--- config.mk ---
export PLATFORM = sky130hd
export DESIGN_NAME = demux_1x8_stream
export DESIGN_NICKNAME = d
export VERILOG_FILES = /design/src/rtl/demux_1x8_stream.sv
export SDC_FILE = /design/constraint.sdc
export NUM_CORES = 1
export LEC_CHECK = 0
export ABC_AREA = 1
export CORE_MARGIN = 10
export CORE_UTILIZATION = 44
export CTS_CLUSTER_SIZE = 20
export DETAILED_ROUTE_END_ITERATION = 8
export PLACE_DENSITY_LB_ADDON = 0.12
export SYNTH_ARGS = -nofsm -noshare
export SYNTH_HDL_FRONTEND = slang
export SYNTH_SLANG_ARGS = --single-unit
--- constraint.sdc ---
create_clock -name clk -period 1.5 [get_ports clk]
set_input_delay 0.225 -clock clk [delete_from_list [all_inputs] [get_ports clk]]
set_output_delay 0.225 -clock clk [all_outputs]
set_load 0.005 [all_outputs]
--- src/rtl/demux_1x8_stream.sv ---
// demux_1x8_stream: registered 1-to-8 stream demux with a two-entry skid buffer
module demux_1x8_stream #(parameter int WIDTH = 32) (
  input  logic             clk,
  input  logic             rst_n,
  input  logic [WIDTH-1:0] in_data,
  input  logic [2:0]       in_sel,
  input  logic             rr_en,
  input  logic             in_valid,
  output logic             in_ready,
  output logic [WIDTH-1:0] out_data,
  output logic [7:0]       out_valid,
  input  logic [7:0]       out_ready,
  output logic [2:0]       out_chan,
  output logic [1:0]       occupancy
);
  typedef enum logic [1:0] {EMPTY = 2'd0, ONE = 2'd1, TWO = 2'd2} state_e;
  state_e           state_q, state_d;
  logic [WIDTH-1:0] head_data_q, head_data_d, skid_data_q, skid_data_d;
  logic [2:0]       head_ch_q, head_ch_d, skid_ch_q, skid_ch_d, rr_ptr_q, rr_ptr_d, ch;
  logic             head_v, acc, rel;
  assign head_v    = state_q != EMPTY;
  assign in_ready  = rst_n && state_q != TWO;
  assign acc       = in_valid && in_ready;
  assign rel       = head_v && out_ready[head_ch_q];
  assign ch        = rr_en ? rr_ptr_q : in_sel;
  assign out_data  = head_data_q;
  assign out_chan  = head_v ? head_ch_q : 3'd0;
  assign out_valid = head_v ? 8'd1 << head_ch_q : 8'd0;
  assign occupancy = state_q;
  always_comb begin
    state_d     = state_q;
    head_data_d = head_data_q;
    head_ch_d   = head_ch_q;
    skid_data_d = skid_data_q;
    skid_ch_d   = skid_ch_q;
    rr_ptr_d    = (acc && rr_en) ? rr_ptr_q + 3'd1 : rr_ptr_q;
    case (state_q)
      EMPTY: if (acc) begin
        state_d     = ONE;
        head_data_d = in_data;
        head_ch_d   = ch;
      end
      ONE: if (acc && rel) begin
        head_data_d = in_data;
        head_ch_d   = ch;
      end else if (acc) begin
        state_d     = TWO;
        skid_data_d = in_data;
        skid_ch_d   = ch;
      end else if (rel) begin
        state_d = EMPTY;
      end
      TWO: if (rel) begin
        state_d     = ONE;
        head_data_d = skid_data_q;
        head_ch_d   = skid_ch_q;
      end
      default: state_d = EMPTY;
    endcase
  end
  always_ff @(posedge clk or negedge rst_n) begin
    if (!rst_n) begin
      state_q     <= EMPTY;
      head_data_q <= '0;
      head_ch_q   <= '0;
      skid_data_q <= '0;
      skid_ch_q   <= '0;
      rr_ptr_q    <= '0;
    end else begin
      state_q     <= state_d;
      head_data_q <= head_data_d;
      head_ch_q   <= head_ch_d;
      skid_data_q <= skid_data_d;
      skid_ch_q   <= skid_ch_d;
      rr_ptr_q    <= rr_ptr_d;
    end
  end
endmodule
==> flow_metrics.py, run 1 <==
metrics = {
    "worst_setup_path": {
        "worstPathMaxFanout": 20,
        "critical_path_class": "register to register",
        "startpoint_type": "register",
        "end_kind": "register",
        "worstPathArrival_ns": 1.88,
        "worst_ep_required_time_ns": 1.75,
    },
    "die": {
        "io_pins": 93,
        "initial_core_util_pct": 44.7,
        "die-area_um2": 12300,
        "rows": 33,
        "die_w_um": 111,
        "die_h_um": 111,
        "coreArea_um2": 8090,
    },
    "routing": {
        "drc": 0,
        "drt-initial-drc-count": 147,
        "wl_mm": 11.6,
        "post_drt_wl_per_cell_um": 15.9,
        "via_per_inst": 5.08,
        "ant_nets": 0,
        "first_pass_iters": 4,
        "vias": 3696,
    },
    "global_route": {
        "track_usage_pct": 16.7,
        "grt_pass1_vias": 3482,
        "grt_start_max_net_pins": 68,
        "grt_pass1_wl_mm": 17.3,
        "antenna_found_initial": 0,
        "grt_overflow_total": 0,
    },
    "place": {
        "gp_congestion": 0.795,
        "dp_hpwl_mm": 7.19,
        "dp_cells": 683,
        "port_buffers": 92,
        "pre_cts_slack_ns": -0.151,
        "place_area_um2": 4870,
    },
    "cts": {
        "cts_root_buf": "clkbuf_8",
        "clock_sinks": 75,
        "htreeDepth": 3,
        "clkLatencyLatePin_ns": 0.36,
        "cts_made_buffers": 9,
        "cts_tree": "done",
        "clockBufferDepth": 2,
        "path_clk_slew_ns": 0.09,
    },
    "timing": {
        "slew_headroom_pct": 41.6,
        "grt_setup_unrepaired": "yes",
        "timing.final.crit_share_pct": 109,
        "fmax_ghz": 0.612,
        "finClkSkew_ns": 0.0131,
        "hold_violations": 0,
        "drv_slew": 0,
        "setup_violations": 83,
        "fin_crit_ns": 1.63,
        "worst_pin_slew_ns": 0.876,
        "holdWs_ns": 0.113,
        "setup_slack_ns": -0.133,
    },
    "pwr": {
        "finalPower_w": 0.0112,
        "vdd_drop_max_uv": 891,
        "cellPowerDensity_nw_per_um2": 1950,
        "power_leakage_nw": 2.94,
    },
    "synth": {
        "yosysWarnings": 0,
        "syn_inst": 484,
        "synth_top_area_share_pct": 51.8,
        "syn_nets": 532,
        "synth_largest_area_cell": "dfrtp_1",
        "synth_seq_cells": 75,
        "seq_area_frac_synth_pct": 51.8,
        "syn_area_um2": 3620,
        "synth_area_leaders": "dfrtp_1, nand2_1, nand3_1, buf_2, inv_1",
        "synth_cell_types": 21,
        "syn_avg_cell_area_um2": 7.48,
    },
    "layout": {
        "area_delta_synth_final_pct": 59.5,
        "fill_cells": 631,
        "fin_nets": 665,
        "drive_above_1_share_pct": 28.0,
        "instances_no_fill": 727,
        "n_antenna_cell": 0,
        "fin_area_um2": 5780,
    },
    "run_status": {
        "outcome": "complete, but fails checks",
        "violations": "setup timing",
    },
    "flow_run": {
        "drv_cap": 0,
    },
    "min_path": {
        "hold_class": "input port to async pin",
    },
}
layout make-up:
cell class              instances  area [um^2]  area share, %
flip-flops and latches         75         1880           32.5
multi-input cells             363         1870           32.4
repair buffers                148         1600           27.8
clock buffers                  10          138           2.38
well taps                     105          131           2.27
inverters                      20         85.1           1.47
clock inverters                 6         70.1           1.21
worst max-delay path: stages (launching register included):
cell	delay, ns
dfrtp_2	0.44
buf_6	0.13
nand2_4	0.08
inv_4	0.04
nor2_4	0.10
nand2_2	0.08
o21ai_4	0.23
nand2_4	0.10
buf_12	0.17
nand2_1	0.08
nand2_1	0.07
routing by layer:
| metal | share of wire, % | track usage [%] |
|---|---|---|
| met1 | 39 | 20.0 |
| met4 | 1.1 | 5.90 |
| met5 | 0 | 0 |
| met2 | 54 | 28.5 |
| met3 | 6.3 | 3.73 |
synth_stat cells, drive strengths merged:
| master | instances |
|---|---|
| xnor2 | 2 |
| o21ai | 19 |
| nand2 | 260 |
| nand3 | 66 |
| dfrtp | 75 |
| ha | 1 |
| and3 | 1 |
| buf | 22 |
| nand4 | 1 |
| clkbuf | 4 |
| inv | 20 |
| nor2 | 13 |
sequential cells by signal (all words and copies together) (netlist names):
name         flops
out_data        32
skid_data_q     32
head_ch_q        3
rr_ptr_q         3
skid_ch_q        3
occupancy        2
cells by family after synthesis:
group	count (synthesis)	synth area share, %
simple gates	341	38.5
xor+xnor	2	0.484
compound gates	19	2.94
flops	75	51.8
fa+ha+maj	1	0.345
buf+inv	46	5.94
report_power, final:
group          internal, W  switching (W)
Sequential         0.00297       0.000598
Combinational      0.00309        0.00292
Clock             0.000829       0.000829
Total              0.00689        0.00435
per-stage QoR:
stage / TNS (ns) / util, %
floorplan: 0 / -
global placement: -8.32 / 60.1
detailed placement: -9.14 / 60.1
CTS: -8.18 / 64.3
global route: -12.55 / 71.4
finish: -6.54 / 71.4
final timing paths:
path / start / to / slack, ns / depth (start not counted)
min: rst_n / out_data[23] / 0.11 / 2
min in group clk: rst_n / occupancy[0] / 0.42 / 6
min reg2reg: out_data[27] / out_data[27] / 0.47 / 2
max in group asynchronous: rst_n / head_ch_q[0] / 0.76 / 2
max reg2reg: occupancy[1] / out_data[29] / -0.13 / 10
max: occupancy[1] / out_data[29] / -0.13 / 10
what timing repair did:
item / in CTS / in global routing
resized for setup: 75 / 94
hold buffers: 1 / 0
endpoints found under the hold margin: 8 / 0
pin swaps: 6 / 33
endpoints found under the setup margin: 87 / 87
gates cloned: 1 / 8
buffers inserted: 14 / 6
layout by cell type (no fill, tap or decap), types with 5 or more instances in the layout:
master	n
o21ai_0	9
nand2_2	21
buf_6	14
clkbuf_8	10
nor2_4	5
inv_1	12
nand2_4	9
dfrtp_1	73
clkdlybuf4s50_1	73
nand2_1	229
nor2_2	5
buf_12	10
inv_2	5
buf_2	12
o21ai_2	7
clkbuf_16	7
buf_4	26
nand3_2	27
nand3_1	38
(Power assumes the default switching activity.)
==> run 2, diff against run 1 <==
--- a/config.mk
+++ b/config.mk
@@ -11,6 +11,7 @@
 export CTS_CLUSTER_SIZE = 20
 export DETAILED_ROUTE_END_ITERATION = 8
 export PLACE_DENSITY_LB_ADDON = 0.12
+export REMOVE_ABC_BUFFERS = 1
 export SYNTH_ARGS = -nofsm -noshare
 export SYNTH_HDL_FRONTEND = slang
 export SYNTH_SLANG_ARGS = --single-unit
==> run 2 against run 1 <==
Compared with the run above: the run still ends with setup timing left; power grew 10%; final cell count rose by 2.5%; clock power fell by 7%; critical path depth is 1 higher; via count up 5.7%; sequential power is 5.9% higher; cell area is 7.7% higher; first-iteration DRC count rose by 54%; sequential cell count unchanged; largest power group unchanged.
==> flow_metrics.py, run 2 (synthesized netlist as in run 1, its figures left out) <==
metrics = {
    "global_route": {
        "antenna_found_initial": 0,
        "grt_start_max_net_pins": 72,
        "grt_overflow_total": 0,
        "track_usage_pct": 18.3,
        "grt_pass1_vias": 3709,
        "grt_pass1_wl_mm": 18.7,
    },
    "cts": {
        "clkLatencyLatePin_ns": 0.35,
        "path_clk_slew_ns": 0.08,
        "clockBufferDepth": 2,
        "cts_root_buf": "clkbuf_8",
        "cts_tree": "done",
        "cts_made_buffers": 9,
        "htreeDepth": 3,
        "clock_sinks": 75,
    },
    "die": {
        "coreArea_um2": 8090,
        "die_w_um": 111,
        "initial_core_util_pct": 44.7,
        "rows": 33,
        "io_pins": 93,
        "die-area_um2": 12300,
        "die_h_um": 111,
    },
    "worst_setup_path": {
        "worst_ep_required_time_ns": 1.74,
        "end_kind": "register",
        "worstPathArrival_ns": 1.96,
        "startpoint_type": "register",
        "r2r_start": "occupancy[1]",
        "worstPathMaxFanout": 7,
        "critical_path_class": "register to register",
        "critPathLaunch": "occupancy[1]",
    },
    "pwr": {
        "power_leakage_nw": 3.22,
        "cellPowerDensity_nw_per_um2": 1990,
        "vdd_drop_max_uv": 937,
        "finalPower_w": 0.0124,
    },
    "run_status": {
        "violations": "setup timing",
        "outcome": "complete, but fails checks",
    },
    "flow_run": {
        "drv_cap": 0,
    },
    "timing": {
        "setup_slack_ns": -0.218,
        "grt_setup_unrepaired": "yes",
        "setup_violations": 83,
        "drv_slew": 0,
        "slew_headroom_pct": 39.6,
        "fmax_ghz": 0.582,
        "finClkSkew_ns": 0.00882,
        "worst_pin_slew_ns": 0.905,
        "fin_crit_ns": 1.72,
        "fin_tns_setup_ns": -13.36,
        "hold_violations": 0,
        "timing.final.crit_share_pct": 115,
    },
    "routing": {
        "drt-initial-drc-count": 226,
        "drc": 0,
        "vias": 3908,
        "via_per_inst": 5.25,
        "post_drt_wl_per_cell_um": 17.8,
        "ant_nets": 0,
        "wl_mm": 13.3,
        "first_pass_iters": 4,
    },
    "place": {
        "dp_cells": 682,
        "dp_hpwl_mm": 6.83,
        "gp_congestion": 0.761,
        "port_buffers": 92,
    },
    "layout": {
        "mostFrequentLayoutCells": "nand2_1, dfrtp_1, nand2_2, clkdlybuf4s50_1, nand3_1",
        "n_antenna_cell": 0,
        "drive_above_1_share_pct": 37.3,
        "fin_nets": 684,
        "instances_no_fill": 745,
        "fill_cells": 557,
        "area_delta_synth_final_pct": 71.7,
        "mostFrequentLayoutCell": "nand2_1",
    },
    "min_path": {
        "hold_class": "input port to async pin",
    },
}
## run 2: critical path: stages, from the launching register on
cell and delay [ns]:
dfrtp_2 0.43, buf_6 0.14, nand2_8 0.06, inv_4 0.04
nor2_4 0.12, nand2_4 0.08, o21ai_4 0.19, buf_6 0.14
nand2_8 0.11, buf_16 0.19, nand2_2 0.06, nand2_1 0.05
## run 2: through the flow
stage	area [um^2]	setup slack (ns)	utilization, %	hold WS [ns]
floorplan	3480	-0.998	-	-0.0706
global placement	4850	-0.156	59.9	0.0472
detailed placement	4850	-0.161	59.9	0.0489
CTS	5590	-0.150	69.1	0.186
global route	6220	-0.283	76.8	0.209
finish	6220	-0.218	76.8	0.151
## run 2: path summary, 6_finish.rpt
path / end / slack (ns) / cells past startpoint
max: head_ch_q[0] / -0.22 / 11
min: out_data[31] / 0.15 / 2
max reg2reg: head_ch_q[0] / -0.22 / 11
min reg2reg: out_data[7] / 0.48 / 2
max in group asynchronous: occupancy[1] / 0.72 / 2
min in group clk: skid_data_q[27] / 0.45 / 3
## run 2: power breakdown
group	switching (W)	total [W]	internal, W
logic	0.00334	0.00706	0.00372
registers	0.000806	0.00378	0.00297
clock network	0.000781	0.00154	0.000762
total	0.00493	0.0124	0.00746
## run 2: layer usage
metal	up-vias	wire, um	track usage (%)
met5	-	0	0
met4	0	323	6.86
met3	25	836	3.95
met2	160	6880	31.1
met1	1891	5220	22.1
li1	1832	-	-
## run 2: layout make-up
type | count | area (um^2) | area share, %
multi-input combinational | 363 | 2060 | 33.2
tap | 105 | 131 | 2.11
timing repair buffer | 167 | 1870 | 30.1
sequential | 75 | 1880 | 30.2
clock buffer | 9 | 124 | 1.99
clock inverter | 6 | 65.1 | 1.05
inverter | 20 | 82.6 | 1.33
## run 2: repair_timing
| item | 4_1_cts | 5_1_grt |
|---|---|---|
| hold buffers | 1 | 0 |
| resized for setup | 118 | 144 |
| setup buffers | 19 | 17 |
| endpoints found under the setup margin | 70 | 100 |
| gates cloned | 9 | 4 |
| hold endpoints to repair | 4 | 0 |
| pin swaps | 11 | 19 |
